--- config.mk ---
export PLATFORM = sky130hd
export DESIGN_NAME = char_ram_sequencer_flat
export DESIGN_NICKNAME = d
export VERILOG_FILES = /design/src/rtl/char_ram_sequencer_if.sv /design/src/rtl/char_ram_sequencer.sv /design/src/flat_wrapper.sv
export SDC_FILE = /design/constraint.sdc
export NUM_CORES = 1
export LEC_CHECK = 0
export BUFFER_PORTS_ARGS = -buffer_cell sky130_fd_sc_hd__buf_2
export CORE_MARGIN = 3
export CORE_UTILIZATION = 47
export CTS_CLUSTER_SIZE = 30
export DETAILED_ROUTE_END_ITERATION = 6
export GPL_ROUTABILITY_DRIVEN = 0
export PLACE_DENSITY_LB_ADDON = 0.25
export SYNTH_ARGS = -nofsm -noshare
export SYNTH_HDL_FRONTEND = slang
export SYNTH_SLANG_ARGS = --single-unit
--- constraint.sdc ---
create_clock -name clk -period 3.5 [get_ports clk]
set_input_delay 0.175 -clock clk [delete_from_list [all_inputs] [get_ports clk]]
set_output_delay 0.175 -clock clk [all_outputs]
set_load 0.01 [all_outputs]
--- src/rtl/char_ram_sequencer_if.sv ---
// Bus bundle for the text-RAM clear/scroll engine: command handshake,
// CPU-side access port and the single CPU-side RAM port it arbitrates.
interface char_ram_sequencer_if #(
    parameter int AW = 12
);
    logic          cmd_valid;
    logic          cmd_ready;
    logic [1:0]    cmd_op;
    logic [4:0]    cmd_row;
    logic [7:0]    cmd_char;
    logic [7:0]    cmd_attr;

    logic          cpu_req;
    logic          cpu_we;
    logic [AW-1:0] cpu_addr;
    logic [7:0]    cpu_wchar;
    logic [7:0]    cpu_wattr;
    logic          cpu_gnt;

    logic [AW-1:0] ram_addr;
    logic          ram_we;
    logic [7:0]    ram_wchar;
    logic [7:0]    ram_wattr;
    logic [7:0]    ram_rchar;
    logic [7:0]    ram_rattr;

    logic          busy;
    logic          done;

    modport slave (
        input  cmd_valid, cmd_op, cmd_row, cmd_char, cmd_attr,
        input  cpu_req, cpu_we, cpu_addr, cpu_wchar, cpu_wattr,
        input  ram_rchar, ram_rattr,
        output cmd_ready, cpu_gnt,
        output ram_addr, ram_we, ram_wchar, ram_wattr,
        output busy, done
    );

    modport master (
        output cmd_valid, cmd_op, cmd_row, cmd_char, cmd_attr,
        output cpu_req, cpu_we, cpu_addr, cpu_wchar, cpu_wattr,
        output ram_rchar, ram_rattr,
        input  cmd_ready, cpu_gnt,
        input  ram_addr, ram_we, ram_wchar, ram_wattr,
        input  busy, done
    );
endinterface

--- src/rtl/char_ram_sequencer.sv ---
// Clear / scroll-up / fill-row engine for the 80x30 character+attribute RAM.
// Shares the RAM's CPU-side port with the CPU, which always wins arbitration.
module char_ram_sequencer #(
    parameter int COLS = 80,
    parameter int ROWS = 30,
    parameter int AW   = 12
) (
    input logic                  clk,
    input logic                  rst_n,
    char_ram_sequencer_if.slave  bus
);
    localparam int DEPTH = COLS * ROWS;

    localparam logic [AW-1:0] LAST_ADDR   = AW'(DEPTH - 1);
    localparam logic [AW-1:0] SCROLL_LAST = AW'(DEPTH - COLS - 1);
    localparam logic [AW-1:0] BOTTOM_ROW  = AW'(DEPTH - COLS);
    localparam logic [AW-1:0] COLS_A      = AW'(COLS);
    localparam logic [AW-1:0] COLS_M1     = AW'(COLS - 1);

    localparam logic [2:0] S_IDLE  = 3'd0;
    localparam logic [2:0] S_CLEAR = 3'd1;
    localparam logic [2:0] S_SC_RD = 3'd2;
    localparam logic [2:0] S_SC_WR = 3'd3;
    localparam logic [2:0] S_FILL  = 3'd4;
    localparam logic [2:0] S_DONE  = 3'd5;

    logic [2:0]    state;
    logic [AW-1:0] addr_q;
    logic [AW-1:0] end_q;
    logic [7:0]    char_q;
    logic [7:0]    attr_q;
    logic [7:0]    hold_char;
    logic [7:0]    hold_attr;
    logic          rd_pend;

    logic          stall;
    logic          accept;
    logic          row_ok;
    logic [AW-1:0] row_base;

    assign stall    = bus.cpu_req;
    assign accept   = bus.cmd_valid && (state == S_IDLE);
    assign row_ok   = (int'(bus.cmd_row) < ROWS);
    assign row_base = AW'(bus.cmd_row) * COLS_A;

    // NOTE: all state below updates with non-blocking assignments so every
    // register sees the pre-edge value of every other register.
    always_ff @(posedge clk or negedge rst_n) begin
        if (!rst_n) begin
            state     <= S_IDLE;
            addr_q    <= '0;
            end_q     <= '0;
            char_q    <= '0;
            attr_q    <= '0;
            hold_char <= '0;
            hold_attr <= '0;
            rd_pend   <= 1'b0;
        end else begin
            // Read data returns the cycle after a granted read; grab it even
            // if the CPU has taken the port, so the copy survives the stall.
            rd_pend <= (state == S_SC_RD) && !stall;
            if (rd_pend) begin
                hold_char <= bus.ram_rchar;
                hold_attr <= bus.ram_rattr;
            end

            case (state)
                S_IDLE: begin
                    if (accept) begin
                        char_q <= bus.cmd_char;
                        attr_q <= bus.cmd_attr;
                        case (bus.cmd_op)
                            2'd0: begin
                                addr_q <= '0;
                                end_q  <= LAST_ADDR;
                                state  <= S_CLEAR;
                            end
                            2'd1: begin
                                addr_q <= '0;
                                end_q  <= SCROLL_LAST;
                                state  <= S_SC_RD;
                            end
                            2'd2: begin
                                if (row_ok) begin
                                    addr_q <= row_base;
                                    end_q  <= row_base + COLS_M1;
                                    state  <= S_FILL;
                                end else begin
                                    state  <= S_DONE;
                                end
                            end
                            default: state <= S_DONE;
                        endcase
                    end
                end
                S_CLEAR, S_FILL: begin
                    if (!stall) begin
                        if (addr_q == end_q) begin
                            state <= S_DONE;
                        end else begin
                            addr_q <= addr_q + 1'b1;
                        end
                    end
                end
                S_SC_RD: begin
                    if (!stall) begin
                        state <= S_SC_WR;
                    end
                end
                S_SC_WR: begin
                    if (!stall) begin
                        if (addr_q == end_q) begin
                            addr_q <= BOTTOM_ROW;
                            end_q  <= LAST_ADDR;
                            state  <= S_FILL;
                        end else begin
                            addr_q <= addr_q + 1'b1;
                            state  <= S_SC_RD;
                        end
                    end
                end
                S_DONE: begin
                    if (!stall) begin
                        state <= S_IDLE;
                    end
                end
                default: state <= S_IDLE;
            endcase
        end
    end

    logic [AW-1:0] eng_addr;
    logic          eng_we;
    logic [7:0]    eng_wchar;
    logic [7:0]    eng_wattr;
    logic          addr_in_range;

    assign addr_in_range = (addr_q <= LAST_ADDR);

    // NOTE: every output of this block gets a default first, so no path
    // through the case statement can leave a latch behind.
    always_comb begin
        eng_addr  = addr_q;
        eng_we    = 1'b0;
        eng_wchar = char_q;
        eng_wattr = attr_q;
        case (state)
            S_CLEAR, S_FILL: eng_we = addr_in_range;
            S_SC_RD:         eng_addr = addr_q + COLS_A;
            S_SC_WR: begin
                eng_we    = addr_in_range;
                // First write attempt forwards the fresh read data directly.
                eng_wchar = rd_pend ? bus.ram_rchar : hold_char;
                eng_wattr = rd_pend ? bus.ram_rattr : hold_attr;
            end
            default: ;
        endcase
    end

    assign bus.cpu_gnt   = bus.cpu_req;
    assign bus.ram_addr  = stall ? bus.cpu_addr  : eng_addr;
    assign bus.ram_we    = stall ? bus.cpu_we    : eng_we;
    assign bus.ram_wchar = stall ? bus.cpu_wchar : eng_wchar;
    assign bus.ram_wattr = stall ? bus.cpu_wattr : eng_wattr;

    assign bus.cmd_ready = (state == S_IDLE);
    assign bus.busy      = (state != S_IDLE);
    // A stalled DONE cycle holds the pulse back so it stays one cycle wide.
    assign bus.done      = (state == S_DONE) && !stall;

endmodule

--- src/flat_wrapper.sv ---
// flat-port wrapper written by rule: the top's interface ports become plain ports
module char_ram_sequencer_flat 
#(
    parameter int COLS = 80,
    parameter int ROWS = 30,
    parameter int AW   = 12
)
  (clk, rst_n, bus_cmd_valid, bus_cmd_op, bus_cmd_row, bus_cmd_char, bus_cmd_attr, bus_cpu_req, bus_cpu_we, bus_cpu_addr, bus_cpu_wchar, bus_cpu_wattr, bus_ram_rchar, bus_ram_rattr, bus_cmd_ready, bus_cpu_gnt, bus_ram_addr, bus_ram_we, bus_ram_wchar, bus_ram_wattr, bus_busy, bus_done);
  char_ram_sequencer_if #(.AW(AW)) bus_i ();
  input logic clk;
  input logic rst_n;
  input wire logic [$bits(bus_i.cmd_valid)-1:0] bus_cmd_valid;
  input wire logic [$bits(bus_i.cmd_op)-1:0] bus_cmd_op;
  input wire logic [$bits(bus_i.cmd_row)-1:0] bus_cmd_row;
  input wire logic [$bits(bus_i.cmd_char)-1:0] bus_cmd_char;
  input wire logic [$bits(bus_i.cmd_attr)-1:0] bus_cmd_attr;
  input wire logic [$bits(bus_i.cpu_req)-1:0] bus_cpu_req;
  input wire logic [$bits(bus_i.cpu_we)-1:0] bus_cpu_we;
  input wire logic [$bits(bus_i.cpu_addr)-1:0] bus_cpu_addr;
  input wire logic [$bits(bus_i.cpu_wchar)-1:0] bus_cpu_wchar;
  input wire logic [$bits(bus_i.cpu_wattr)-1:0] bus_cpu_wattr;
  input wire logic [$bits(bus_i.ram_rchar)-1:0] bus_ram_rchar;
  input wire logic [$bits(bus_i.ram_rattr)-1:0] bus_ram_rattr;
  output wire logic [$bits(bus_i.cmd_ready)-1:0] bus_cmd_ready;
  output wire logic [$bits(bus_i.cpu_gnt)-1:0] bus_cpu_gnt;
  output wire logic [$bits(bus_i.ram_addr)-1:0] bus_ram_addr;
  output wire logic [$bits(bus_i.ram_we)-1:0] bus_ram_we;
  output wire logic [$bits(bus_i.ram_wchar)-1:0] bus_ram_wchar;
  output wire logic [$bits(bus_i.ram_wattr)-1:0] bus_ram_wattr;
  output wire logic [$bits(bus_i.busy)-1:0] bus_busy;
  output wire logic [$bits(bus_i.done)-1:0] bus_done;
  assign bus_i.cmd_valid = bus_cmd_valid;
  assign bus_i.cmd_op = bus_cmd_op;
  assign bus_i.cmd_row = bus_cmd_row;
  assign bus_i.cmd_char = bus_cmd_char;
  assign bus_i.cmd_attr = bus_cmd_attr;
  assign bus_i.cpu_req = bus_cpu_req;
  assign bus_i.cpu_we = bus_cpu_we;
  assign bus_i.cpu_addr = bus_cpu_addr;
  assign bus_i.cpu_wchar = bus_cpu_wchar;
  assign bus_i.cpu_wattr = bus_cpu_wattr;
  assign bus_i.ram_rchar = bus_ram_rchar;
  assign bus_i.ram_rattr = bus_ram_rattr;
  assign bus_cmd_ready = bus_i.cmd_ready;
  assign bus_cpu_gnt = bus_i.cpu_gnt;
  assign bus_ram_addr = bus_i.ram_addr;
  assign bus_ram_we = bus_i.ram_we;
  assign bus_ram_wchar = bus_i.ram_wchar;
  assign bus_ram_wattr = bus_i.ram_wattr;
  assign bus_busy = bus_i.busy;
  assign bus_done = bus_i.done;
  char_ram_sequencer #(.COLS(COLS), .ROWS(ROWS), .AW(AW)) u_core (.clk(clk), .rst_n(rst_n), .bus(bus_i));
endmodule
== Word level (Yosys, flattened, before mapping) ==
Index checks and enable logic that the tools add are counted.

* Register bits after elaboration: 60
* Input bits: 72
* Output and inout bits: 33
* Word-level logic and storage cells: 83

* Add/sub/neg operators: 3
* $mul: 1
* Magnitude comparators: 2
* Eq/ne operators: 19
* Mux-type cells: 34
* Reduce and logical (&&, ||, !) cells: 16

{| class="wikitable"
|+ Operator list
! operator !! number
|-
| 12-bit 2-to-1 mux || 12
|-
| 12-bit one-hot mux with 3 select lines || 2
|-
| 8-bit 2-to-1 mux || 6
|-
| 12-bit one-hot mux with 2 select lines || 2
|-
| 12-bit by 7-bit adder with 12-bit output, second input constant || 2
|-
| 3-bit 2-to-1 mux || 7
|-
| 3-bit one-hot mux with 5 select lines || 1
|-
| 12-bit by 1-bit adder with 12-bit output, second input constant || 1
|-
| 12-bit equality test || 1
|-
| 12-bit <= comparator, second input constant || 1
|-
| 6-bit AND reduction || 2
|-
| 2-bit != test, second input constant || 5
|-
| 3-bit one-hot mux with 3 select lines || 1
|-
| 5-bit by 3-bit multiplier with 8-bit output, second input constant || 1
|-
| 7-bit AND reduction || 1
|-
| 3-bit by 2-bit equality test with 1-bit output, second input constant || 2
|-
| 3-bit equality test, second input constant || 2
|-
| 2-bit by 1-bit != test with 1-bit output, second input constant || 3
|-
| 3-bit by 2-bit != test with 1-bit output, second input constant || 2
|-
| 3-bit nonzero test || 2
|-
| 5-bit less-than comparator, second input constant || 1
|-
| 4-bit by 1-bit != test with 1-bit output, second input constant || 1
|-
| 2-bit OR reduction || 2
|-
| 3-bit by 1-bit equality test with 1-bit output, second input constant || 1
|-
| 10 further kinds || 14
|}

== Logic depth before layout (Yosys ltp) ==
* Word-level depth: 6
* Depth in mapped cells: 9

== Least setup slack after synthesis ==
No wires, ideal clock.

* Path kind: register to register
* From: register u_core.addr_q[2]
* To: register u_core.end_q[11]
* Arrival: 2.173 ns
* Data required time: 3.372 ns
* Slack: 1.200 ns
* Cell stages (with the launch flop): 6
* Clock period less this slack: 2.300 ns
* Cells stage by stage: dfrtp_1 -> or4_4 -> a2111oi_4 -> a31oi_4 -> nor2_4 -> mux2_1

* Word-level cells in the longest chain between the ends: 3

{| class="wikitable"
|+ Ends and longest elaborated chain
! element !! line !! RTL
|-
| from (decl) || char_ram_sequencer.sv:28 || <nowiki>logic [AW-1:0] addr_q;</nowiki>
|-
| from (signal assigned) || char_ram_sequencer.sv:85 || <nowiki>addr_q <= row_base;</nowiki>
|-
| from (signal assigned) || char_ram_sequencer.sv:101 || <nowiki>addr_q <= addr_q + 1'b1;</nowiki>
|-
| from (signal assigned) || char_ram_sequencer.sv:117 || <nowiki>addr_q <= addr_q + 1'b1;</nowiki>
|-
| 12-bit equality test || char_ram_sequencer.sv:112 || <nowiki>if (addr_q == end_q) begin</nowiki>
|-
| 2-bit by 1-bit != test with 1-bit output (no line) || - ||
|-
| 6-bit AND reduction (no line) || - ||
|-
| to (signal assigned) || char_ram_sequencer.sv:86 || <nowiki>end_q <= row_base + COLS_M1;</nowiki>
|-
| to (decl) || char_ram_sequencer.sv:29 || <nowiki>logic [AW-1:0] end_q;</nowiki>
|}

Every way passes these cells.
A chain may end at the register's enable or synchronous reset.

== Worst setup path after layout ==
* From: register u_core.state[1]
* To: output port bus_ram_addr[11]

* Word-level cells in the longest chain between the ends: 3

{| class="wikitable"
|+ Ends and longest elaborated chain
! element !! line !! RTL
|-
| from (decl) || char_ram_sequencer.sv:27 || <nowiki>logic [2:0] state;</nowiki>
|-
| from (signal assigned) || char_ram_sequencer.sv:50 || <nowiki>state <= S_IDLE;</nowiki>
|-
| from (signal assigned) || char_ram_sequencer.sv:76 || <nowiki>state <= S_CLEAR;</nowiki>
|-
| from (signal assigned) || char_ram_sequencer.sv:81 || <nowiki>state <= S_SC_RD;</nowiki>
|-
| 3-bit by 2-bit equality test with 1-bit output || char_ram_sequencer.sv:147 || <nowiki>case (state)</nowiki>
|-
| 12-bit 2-to-1 mux || char_ram_sequencer.sv:147 ||
|-
| 12-bit 2-to-1 mux || char_ram_sequencer.sv:161 || <nowiki>assign bus.ram_addr = stall ? bus.cpu_addr : eng_addr;</nowiki>
|-
| to (decl) || flat_wrapper.sv:26 || <nowiki>output wire logic [$bits(bus_i.ram_addr)-1:0] bus_ram_addr;</nowiki>
|}

Every way passes these cells.

==> flow_summary.toml <==
[route]
wl_um = 9550
num_vias = 3383
postRouteAntennaNets = 0
firstDrtPassIters = 5
vias_per_cell = 5.57
wire_per_inst_um = 15.7
drc = 0
drtIter0Drc = 186

[hold_path]
min_path_type = "primary input to flop"

[power_and_ir_drop]
p_int_uw = 2090
p_leak_uw = 0.00218
peakVddDrop_v = 0.000453
p_clk_share_pct = 17.7
p_switching_uw = 1440
p_sw_share_pct = 40.9
powerDensity_mw_per_mm2 = 757
sequentialPowerShare_pct = 35.0
p_comb_share_pct = 47.3

[global_routing]
grt_max_degree = 61
gr-usage-all-layers_pct = 20.5
grt_pass1_vias = 3313
grt_pass1_wl_um = 15800
grt_overflow = 0
antenna_found_initial = 0

[clock_network]
clkSinkCount = 57
clk_latency_ns = 0.34
clk_pin_slew_ns = 0.07
cts_buffers = 9
cts_tree = "built"
clk_path_buf_depth = 2
htree_levels = 3
root_buffer = "clkbuf_8"
post_cts_buffers = 0
postCtsHoldBufs = 1
cts_resized = 0

[yosys]
synth_edf_count = 0
synthCells = 407
yosys.area.top_type = "dfrtp_1"
synthFlopType = "dfrtp_1"
synth.cell_area_mm2 = 0.00388
yosysSeqAreaShare_pct = 36.8
synth.distinct_cells = 65
ys_top_cells_by_area = "dfrtp_1 (37%), mux2_2 (10%), ha_1 (4.8%), o21ai_0 (4.8%), mux2i_1 (4.4%)"
yosysWarnings = 0
syn-num-nets = 495
synth_area_per_cell_um2 = 9.53
synth_top_area_share_pct = 36.8
synth_seq_cells = 57
synthArstFlopShare_pct = 100

[floorplanning]
core_area_mm2 = 0.00789
die_y_um = 96.8
start_util_pct = 49.2
io_pins = 105
dieArea_mm2 = 0.00938
num_rows = 32
die_w_um = 96.8

[sta]
post-route-period-util_pct = 75.3
slew_headroom_pct = 47.4
slew_viol_final = 0
hold_ws_ns = 0.0613
min_period_ns = 2.64
fin_tns_setup_ns = 0
max_freq_mhz = 379
hold_violations = 0
tightestPinTransition_ns = 0.790
rsz0062_at_grt = "false"
skew_ns = 0.0135
setup_viol = 0

[finish]
synthToLayoutAreaGrowth_pct = 20.1
num-nets-final = 588
drive_gt1_share_pct = 35.4
fin_cells = 607
antennaDiodeCount = 0

[place]
io_buffers = 104
place_inst = 590
dpl.hpwl_um = 7240

[critical_path]
r2r_slack_ns = 0.92
arrival_ns = 2.46
endpoint_kind = "primary output"
required_ns = 3.32
cp_max_fo = 16
cp-start-kind = "flop"
path_class = "flop to primary output"

[job]
cap_violations = 0

[outcome]
outcome = "complete, no violations"
worst max-delay path, cell delays in order, from the launching register on:
cell and delay [ns]:
dfrtp_1 0.60, nor3b_1 0.68, nand2_1 0.26, nor2_1 0.19, xnor2_1 0.14, o21ai_0 0.09
buf_2 0.16
metrics by stage:
stage | instance area (um^2) | power [uW] | worst slack [ns] | util [%]
final | 4660 | 3530 | 0.863 | 59.1
after global routing | 4660 | 3780 | 0.707 | 59.1
after CTS | 4660 | 3540 | 0.861 | 59.1
after detailed placement | 4440 | 2920 | 0.937 | 56.3
after global placement | 4440 | 2860 | 1.02 | 56.3
after floorplan | 3880 | 2440 | 1.20 | -
metal layers:
layer	global-route usage (%)	vias up	share of wire, %
met5	0	-	0
met4	7.56	0	1.4
met3	4.83	13	6.7
met2	32.2	130	47
met1	27.5	1582	45
li1	-	1658	-
cells by family after synthesis:
family,after synthesis,synth area share (%)
and+or+nand+nor,120,15.8
AOI/OAI and AO/OA,96,17.3
DFF,57,36.8
muxes,56,15.7
buffers and inverters,42,4.55
xor gates and xnor gates,20,4.52
adders and majority gates,16,5.35
cell type report:
cell class	instances	area [um^2]
inverters	13	48.8
clock inverters	6	67.6
clock buffers	10	138
fillers	696	3230
repair buffers	111	576
multi-input cells	308	2280
well taps	102	128
flip-flops and latches	57	1430
state kept, by name (all words and copies together) (netlist names):
name and flops:
u_core.addr_q 12, u_core.attr_q 8, u_core.char_q 8, u_core.end_q 9
u_core.hold_attr 8, u_core.hold_char 8, u_core.rd_pend 1, u_core.state 3
path summary, 6_finish.rpt:
path | from | endpoint | cells past startpoint
max in group asynchronous | rst_n | u_core.addr_q[8] | 3
hold / removal | bus_cmd_attr[6] | u_core.attr_q[6] | 2
setup reg to reg | u_core.addr_q[2] | u_core.addr_q[8] | 5
setup / recovery | u_core.state[1] | bus_ram_addr[11] | 6
min in group asynchronous | rst_n | u_core.hold_attr[1] | 2
hold reg to reg | u_core.hold_attr[0] | u_core.hold_attr[0] | 1
cells in the final DEF (no fill, tap or decap), types with 2 or more instances in the layout:
cell	instances
buf_2	104
dfrtp_1	57
nand2_1	42
o21ai_0	37
mux2_2	36
nor2_1	23
mux2i_1	17
ha_1	15
inv_1	13
a21oi_1	11
xnor2_1	10
nand3_1	10
xor2_1	10
clkbuf_8	10
nand4_1	8
nand2b_1	7
o22ai_1	6
buf_4	6
a211oi_1	5
nor3_1	4
a21o_1	4
or3_1	3
nand3b_1	3
a221oi_1	3
or2_2	3
o2bb2ai_1	3
mux2_1	3
and3_2	2
o21ai_1	2
and2_1	2
o211ai_1	2
nor2b_1	2
a21boi_0	2
a41oi_1	2
o31ai_1	2
a2bb2oi_1	2
a32oi_1	2
clkinv_4	2
clkinvlp_4	2
power by group through the flow:
stage               clock (uW)  combinational, uW  sequential, uW
global placement             0               1630            1230
floorplan                    0               1350            1090
global route               660               1840            1280
detailed placement           0               1670            1250
finish                     624               1670            1230
CTS                        633               1680            1230
cell usage after synthesis, types with 3 or more instances:
cell and number:
xor2_1 10, nand2_1 42, nand3_1 10, mux2_2 36, inv_1 13, a221oi_1 3, a21oi_1 11, dfrtp_1 57
nand4_1 8, mux2_1 3, or2_2 3, nor2_1 23, or3_1 3, a21o_1 4, o22ai_1 6, nand2b_1 7
clkbuf_1 21, a211oi_1 5, mux2i_1 17, nor3_1 4, o21ai_0 37, xnor2_1 10, ha_1 15, nand3b_1 3
o2bb2ai_1 3
Note: power is estimated with default switching activity, not from simulation.
